==> src/rtl/mc_ctrl_pkg.sv <==
// Shared encodings for the multi-cycle control unit:
// FSM states, opcodes, R-type functs and ALU operation codes.
package mc_ctrl_pkg;

    typedef enum logic [2:0] {
        FETCH,
        DECODE,
        EXEC,
        MEM,
        WB,
        HALT
    } state_t;

    localparam logic [5:0] OP_RTYPE = 6'b000000;
    localparam logic [5:0] OP_ADDI  = 6'b001000;
    localparam logic [5:0] OP_LW    = 6'b100011;
    localparam logic [5:0] OP_SW    = 6'b101011;
    localparam logic [5:0] OP_BEQ   = 6'b000100;
    localparam logic [5:0] OP_J     = 6'b000010;

    localparam logic [5:0] FN_ADD = 6'b100000;
    localparam logic [5:0] FN_SUB = 6'b100010;
    localparam logic [5:0] FN_AND = 6'b100100;
    localparam logic [5:0] FN_OR  = 6'b100101;
    localparam logic [5:0] FN_SLL = 6'b000000;
    localparam logic [5:0] FN_SRL = 6'b000010;

    localparam logic [3:0] ALU_AND = 4'b0000;
    localparam logic [3:0] ALU_OR  = 4'b0001;
    localparam logic [3:0] ALU_ADD = 4'b0010;
    localparam logic [3:0] ALU_SUB = 4'b0100;
    localparam logic [3:0] ALU_SLL = 4'b1000;
    localparam logic [3:0] ALU_SRL = 4'b1001;

endpackage

==> src/rtl/alu_decoder.sv <==
// Combinational opcode/funct decode: ALU operation, shamt select
// and a flag marking the instruction as one the unit can execute.
module alu_decoder
    import mc_ctrl_pkg::*;
#(
    parameter int ALU_CTRL_W = 4
) (
    input  logic [5:0]            opcode,
    input  logic [5:0]            funct,
    output logic [ALU_CTRL_W-1:0] alu_control,
    output logic                  shift,
    output logic                  valid
);

    logic [3:0] code;

    always_comb begin
        code  = ALU_AND;
        shift = 1'b0;
        valid = 1'b0;
        unique case (opcode)
            OP_RTYPE: begin
                valid = 1'b1;
                unique case (funct)
                    FN_ADD: code = ALU_ADD;
                    FN_SUB: code = ALU_SUB;
                    FN_AND: code = ALU_AND;
                    FN_OR:  code = ALU_OR;
                    FN_SLL: begin
                        code  = ALU_SLL;
                        shift = 1'b1;
                    end
                    FN_SRL: begin
                        code  = ALU_SRL;
                        shift = 1'b1;
                    end
                    default: valid = 1'b0;
                endcase
            end
            OP_ADDI, OP_LW, OP_SW: begin
                code  = ALU_ADD;
                valid = 1'b1;
            end
            OP_BEQ: begin
                code  = ALU_SUB;
                valid = 1'b1;
            end
            OP_J:    valid = 1'b1;
            default: valid = 1'b0;
        endcase
    end

    assign alu_control = ALU_CTRL_W'(code);

endmodule

==> src/rtl/mc_control_unit.sv <==
// Multi-cycle FETCH/DECODE/EXEC/MEM/WB control unit with registered outputs.
// Define MC_CONTROL_PERF_COUNTERS_EN to add cycle/retired counters.
module mc_control_unit
    import mc_ctrl_pkg::*;
#(
    parameter int ALU_CTRL_W  = 4,
    parameter int MEM_TIMEOUT = 0,
    parameter int COUNT_W     = 32
) (
    input  logic                  clk,
    input  logic                  rst,
    input  logic [5:0]            opcode,
    input  logic [5:0]            funct,
    input  logic                  mem_ready,
    output logic                  mem_req,
    output logic                  mem_we,
    output logic                  ir_write,
    output logic                  pc_write,
    output logic                  branch,
    output logic                  reg_write,
    output logic                  reg_dst,
    output logic                  alu_src_b,
    output logic                  mem_to_reg,
    output logic                  shift,
    output logic [ALU_CTRL_W-1:0] alu_control,
    output logic                  instruction_class,
    output logic                  illegal,
    output logic                  bus_error
`ifdef MC_CONTROL_PERF_COUNTERS_EN
    ,
    output logic [COUNT_W-1:0]    cycle_count,
    output logic [COUNT_W-1:0]    retired_count
`endif
);

    localparam int WAIT_W = (MEM_TIMEOUT > 1) ? $clog2(MEM_TIMEOUT + 1) : 1;
    localparam logic [WAIT_W-1:0] WAIT_LAST =
        WAIT_W'((MEM_TIMEOUT > 0) ? MEM_TIMEOUT - 1 : 0);

    if (ALU_CTRL_W < 4) begin : g_bad_alu_w
        $error("ALU_CTRL_W must be at least 4");
    end
    if (COUNT_W < 1) begin : g_bad_count_w
        $error("COUNT_W must be at least 1");
    end

    state_t                state;
    logic [5:0]            op_q;
    logic [WAIT_W-1:0]     wait_cnt;
    logic [ALU_CTRL_W-1:0] dec_alu;
    logic                  dec_shift;
    logic                  dec_valid;
    logic                  timeout_hit;

    alu_decoder #(
        .ALU_CTRL_W (ALU_CTRL_W)
    ) u_alu_decoder (
        .opcode      (opcode),
        .funct       (funct),
        .alu_control (dec_alu),
        .shift       (dec_shift),
        .valid       (dec_valid)
    );

    // mem_ready is checked first, so it wins over a same-cycle expiry
    assign timeout_hit = (MEM_TIMEOUT > 0) && (wait_cnt == WAIT_LAST);

    always_ff @(posedge clk or posedge rst) begin
        if (rst) begin
            state             <= FETCH;
            op_q              <= '0;
            wait_cnt          <= '0;
            mem_req           <= 1'b0;
            mem_we            <= 1'b0;
            ir_write          <= 1'b0;
            pc_write          <= 1'b0;
            branch            <= 1'b0;
            reg_write         <= 1'b0;
            reg_dst           <= 1'b0;
            alu_src_b         <= 1'b0;
            mem_to_reg        <= 1'b0;
            shift             <= 1'b0;
            alu_control       <= '0;
            instruction_class <= 1'b0;
            illegal           <= 1'b0;
            bus_error         <= 1'b0;
        end else begin
            ir_write  <= 1'b0;
            pc_write  <= 1'b0;
            branch    <= 1'b0;
            reg_write <= 1'b0;
            unique case (state)
                FETCH: begin
                    if (!mem_req) begin
                        mem_req  <= 1'b1;
                        wait_cnt <= '0;
                    end else if (mem_ready) begin
                        mem_req  <= 1'b0;
                        ir_write <= 1'b1;
                        pc_write <= 1'b1;
                        state    <= DECODE;
                    end else if (timeout_hit) begin
                        mem_req   <= 1'b0;
                        bus_error <= 1'b1;
                        state     <= HALT;
                    end else begin
                        wait_cnt <= wait_cnt + WAIT_W'(1);
                    end
                end
                DECODE: begin
                    op_q              <= opcode;
                    instruction_class <= (opcode != OP_RTYPE);
                    if (!dec_valid) begin
                        illegal <= 1'b1;
                        state   <= HALT;
                    end else if (opcode == OP_J) begin
                        pc_write <= 1'b1;
                        mem_req  <= 1'b1;
                        wait_cnt <= '0;
                        state    <= FETCH;
                    end else begin
                        alu_control <= dec_alu;
                        shift       <= dec_shift;
                        alu_src_b   <= (opcode != OP_RTYPE) && (opcode != OP_BEQ);
                        branch      <= (opcode == OP_BEQ);
                        state       <= EXEC;
                    end
                end
                EXEC: begin
                    alu_control <= '0;
                    shift       <= 1'b0;
                    alu_src_b   <= 1'b0;
                    wait_cnt    <= '0;
                    if (op_q == OP_BEQ) begin
                        mem_req <= 1'b1;
                        state   <= FETCH;
                    end else if (op_q == OP_LW || op_q == OP_SW) begin
                        mem_req <= 1'b1;
                        mem_we  <= (op_q == OP_SW);
                        state   <= MEM;
                    end else begin
                        reg_write <= 1'b1;
                        reg_dst   <= (op_q == OP_RTYPE);
                        state     <= WB;
                    end
                end
                MEM: begin
                    if (mem_ready) begin
                        mem_we   <= 1'b0;
                        wait_cnt <= '0;
                        if (op_q == OP_SW) begin
                            state <= FETCH;
                        end else begin
                            mem_req    <= 1'b0;
                            reg_write  <= 1'b1;
                            mem_to_reg <= 1'b1;
                            state      <= WB;
                        end
                    end else if (timeout_hit) begin
                        mem_req   <= 1'b0;
                        mem_we    <= 1'b0;
                        bus_error <= 1'b1;
                        state     <= HALT;
                    end else begin
                        wait_cnt <= wait_cnt + WAIT_W'(1);
                    end
                end
                WB: begin
                    reg_dst    <= 1'b0;
                    mem_to_reg <= 1'b0;
                    mem_req    <= 1'b1;
                    wait_cnt   <= '0;
                    state      <= FETCH;
                end
                HALT: state <= HALT;
                default: state <= HALT;
            endcase
        end
    end

`ifdef MC_CONTROL_PERF_COUNTERS_EN
    logic retire;

    assign retire = (state == WB)
                  || (state == EXEC && op_q == OP_BEQ)
                  || (state == MEM && op_q == OP_SW && mem_ready)
                  || (state == DECODE && dec_valid && opcode == OP_J);

    always_ff @(posedge clk or posedge rst) begin
        if (rst) begin
            cycle_count   <= '0;
            retired_count <= '0;
        end else begin
            if (state != HALT)
                cycle_count <= cycle_count + COUNT_W'(1);
            if (retire)
                retired_count <= retired_count + COUNT_W'(1);
        end
    end
`endif

endmodule

==> config.mk <==
export PLATFORM = sky130hd
export DESIGN_NAME = mc_control_unit
export DESIGN_NICKNAME = d
export VERILOG_FILES = /design/src/rtl/mc_ctrl_pkg.sv /design/src/rtl/alu_decoder.sv /design/src/rtl/mc_control_unit.sv
export SDC_FILE = /design/constraint.sdc
export NUM_CORES = 1
export LEC_CHECK = 0
export BUFFER_PORTS_ARGS = -buffer_cell sky130_fd_sc_hd__buf_2
export CORE_MARGIN = 5
export CORE_UTILIZATION = 50
export CTS_CLUSTER_SIZE = 10
export DETAILED_ROUTE_END_ITERATION = 10
export PLACE_DENSITY = 0.75
export SYNTH_ARGS = -nofsm -noshare
export SYNTH_HDL_FRONTEND = slang
export SYNTH_SLANG_ARGS = --single-unit
==> constraint.sdc <==
create_clock -name clk -period 5.4 [get_ports clk]
set_input_delay 1.08 -clock clk [delete_from_list [all_inputs] [get_ports clk]]
set_output_delay 1.08 -clock clk [all_outputs]
set_load 0.01 [all_outputs]
==> impl_results.md <==
* FF-to-FF setup slack at 3.28 ns
* Num Clock Sinks at 25
* Count of buffers from port buffering at 30
* Final Wtd Congestion at 0.879
* Number of core rows at 19
* Overflow after GRT at 0
* First-pass GRT wire length at 5.14 mm
* Finish-stage setup viols at 0
* Most used cells in the layout excluding fill and tap cells: sky130_fd_sc_hd__nand2_1, sky130_fd_sc_hd__buf_2, sky130_fd_sc_hd__dfrtp_1
* End of the worst register-to-register path: mem_req
* Initial standard-cell utilization of the core at 51.1%
* Width of the die at 62.4 um
* Final hold violations at 0
* Power per cell area at 427 nW/um^2
* Vias per Instance at 5.65
* Cells after Synth at 150
* Maximum number of pins on one net before global-route repair at 26
* Hold Path Stages at 1
* Reg with most FFs: op_q
* Dominant cell type by area after synthesis: sky130_fd_sc_hd__dfrtp_1
* Most common cell after layout, fill and taps aside: sky130_fd_sc_hd__nand2_1
* Shortest clock period the worst path allows after layout at 2.51 ns
* Core region area at 2690 sq um
* Number of top-level pins at 32
* Cell type of the slowest stage on the worst timing path: sky130_fd_sc_hd__or4_1
* Buffer levels on the longest clock path at 2
* Final wirelength at 2.95 mm
* Worst endpoint data arrival time at 2.73 ns
* Final count of pins violating max slew at 0
* Result of the run: complete, no violations
* Number of design-rule violations left by the first detailed-router iteration at 34
* Setup TNS Final at 0 ns
* Number of optimization iterations in the first detailed-route pass at 4
* Num CTS Buffers at 3
* CP max FO at 7
* Main area contributors after synthesis: sky130_fd_sc_hd__dfrtp_1, sky130_fd_sc_hd__nand2_1, sky130_fd_sc_hd__nor2_1
* Proportion of synthesized flip-flops having asynchronous set or reset at 100%
* Critical path data required time at 5.61 ns
* Cts hold-fix bufs at 0
* Maximum level of the CTS H-tree at 1
* Antenna diode instance count at 0
* Standby leakage power at 0.762 nW
* Height of the chip at 62.4 um
* Number of register bits inferred by synthesis at 25
* Total routing resource utilization after global routing at 15.8%
* Fraction of the yosys area taken by sequential cells at 45.6%
* Antenna viol nets, final at 0
* Quantity of gates resized following cts at 0
* Unique masters post-synth at 52
* Path type of the worst setup path: input pin to flop
* RSZ-0062 raised after global routing: false
* Area share of the largest cell type after synthesis at 45.6%
* Largest register FFs at 6
* Largest stage delay on the critical path at 0.55 ns
* CTS tree: done
* Vias after detailed routing at 1180
* Dominant synthesized flop cell: sky130_fd_sc_hd__dfrtp_1
* Number of warnings printed during yosys synthesis at 0
* Cell Count, Final, Fillers Out at 209
* Clock network latency to the later pin of the worst-skew pair at 0.31 ns
* Via count of the first global-routing pass at 1163
* Peak clock frequency supported by timing at 398 MHz
* Number of placed cells counting well taps at 205
* Setup WS pre-CTS at 2.55 ns
* Antenna violations before repair at 0
* Floorplan die area at 3890 sq um
* Root Driver: sky130_fd_sc_hd__clkbuf_4
* Max cap viols at 0
* Syn Nets at 165
* Post-Route Skew at 0.00475 ns
* Type of element capturing the critical path: flop
* Depth of the worst register-to-register path at 5
* Number of DRC violations after detailed routing at 0
* Area growth, synth to finish at 13.2%
* Startpoint types: input pin
* Hold endpoint: illegal
* Number of nets in the layout at 194
* Peak VDD IR at 0.237 mV
* Start of the worst register-to-register path: op_q[0]
* Cell Chain, Critical Path: buf_2 > or4_1 > or3_1 > o211ai_2 > nor2_1 > o41a_1
* Worst relative slew slack at 39.0%
* Fraction of final layout cells with drive strength greater than 1 at 25.3%
* Worst Hold Class: flop to flop
* Least setup slack across all paths after layout at 2.89 ns
* Transition time at the pin with the least slew margin at 0.914 ns
* Clock slew at reported path FFs at 0.15 ns
* Post-CTS Setup Bufs at 0
* Syn avg cell area at 9.15 sq um
* Fraction of the cycle the final worst path needs at 46.6%
* Average detailed-routed wire length per instance at 14.1 um
* Netlist area before placement at 1370 sq um
* Final HPWL from detailed placement at 2.36 mm
* Startpoint of the worst hold path: illegal
* Number of enable-type register cells in the synthesized netlist at 0
* Final Util at 57.8%
* Registers with the most flip-flops: op_q x6, alu_control x4, state x3
[cell type report]
| class | count | area [sq um] |
|---|---|---|
| Inverter | 3 | 11.3 |
| Tap cell | 31 | 38.8 |
| Sequential cell | 25 | 626 |
| Timing Repair Buffer | 30 | 150 |
| Clock inverter | 1 | 7.51 |
| Fill cell | 243 | 1130 |
| Multi-Input combinational cell | 116 | 698 |
| Clock buffer | 3 | 22.5 |
[logic make-up (layout without fill, tap and decap cells)]
group / after synthesis / after routing / share of synthesized area (%)
AOI/OAI and AO/OA: 27 / 27 / 15.5
xor gates and xnor gates: 1 / 1 / 0.638
buffers and inverters: 9 / 37 / 3.55
DFF: 25 / 25 / 45.6
muxes: 6 / 6 / 4.74
other: 1 / 1 / 0.273
and+or+nand+nor: 81 / 81 / 29.7
[critical path: cells and delay by family]
kind	cells	cell delay, ns
AND/OR/NAND/NOR	3	0.99
AO/OA/AOI/OAI	2	0.52
buffers and inverters	1	0.13
[power breakdown]
group / leakage [nW] / switching (mW) / internal, mW
clock network: 0.0139 / 0.0581 / 0.0282
logic: 0.441 / 0.144 / 0.123
registers: 0.308 / 0.0620 / 0.249
total: 0.762 / 0.264 / 0.400
[metal layers]
metal  up-vias  routed length [um]  track usage [%]
met5         -                   0                0
li1        590                   -                -
met2        22                1500             27.5
met3         2                 103             2.52
met1       566                1330             20.3
met4         0                  20             3.98
[stage by stage]
stage                     cell area [sq um]  total power [mW]  hold WS [ns]
after floorplan                        1370             0.510         0.461
after global placement                 1520             0.570         0.483
after detailed placement               1520             0.585         0.472
after CTS                              1550             0.669         0.508
after global routing                   1550             0.723         0.519
final                                  1550             0.664         0.500
[cells in the mapped netlist, drive strengths merged, types with 2 or more instances]
cell	number
or4	2
and3	2
o21ai	4
nand3b	2
nand3	7
a32oi	3
o31a	2
buf	3
or3	2
mux2i	5
nand2b	2
dfrtp	25
clkbuf	3
nor2b	2
nor2	15
a31oi	2
a21oi	4
or2	5
nand2	34
inv	3
[how the worst max path moves through the flow]
stage / to / slack (ns) / from / cells after the start
final: state[0] / 2.89 / opcode[0] / 6
after detailed placement: state[0] / 2.55 / opcode[0] / 6
after global placement: state[0] / 2.60 / opcode[0] / 6
after global routing: state[0] / 2.83 / opcode[0] / 6
after floorplan: state[0] / 2.78 / opcode[0] / 5
after CTS: state[0] / 2.90 / opcode[0] / 6
Power figures use the tool's default switching activity.
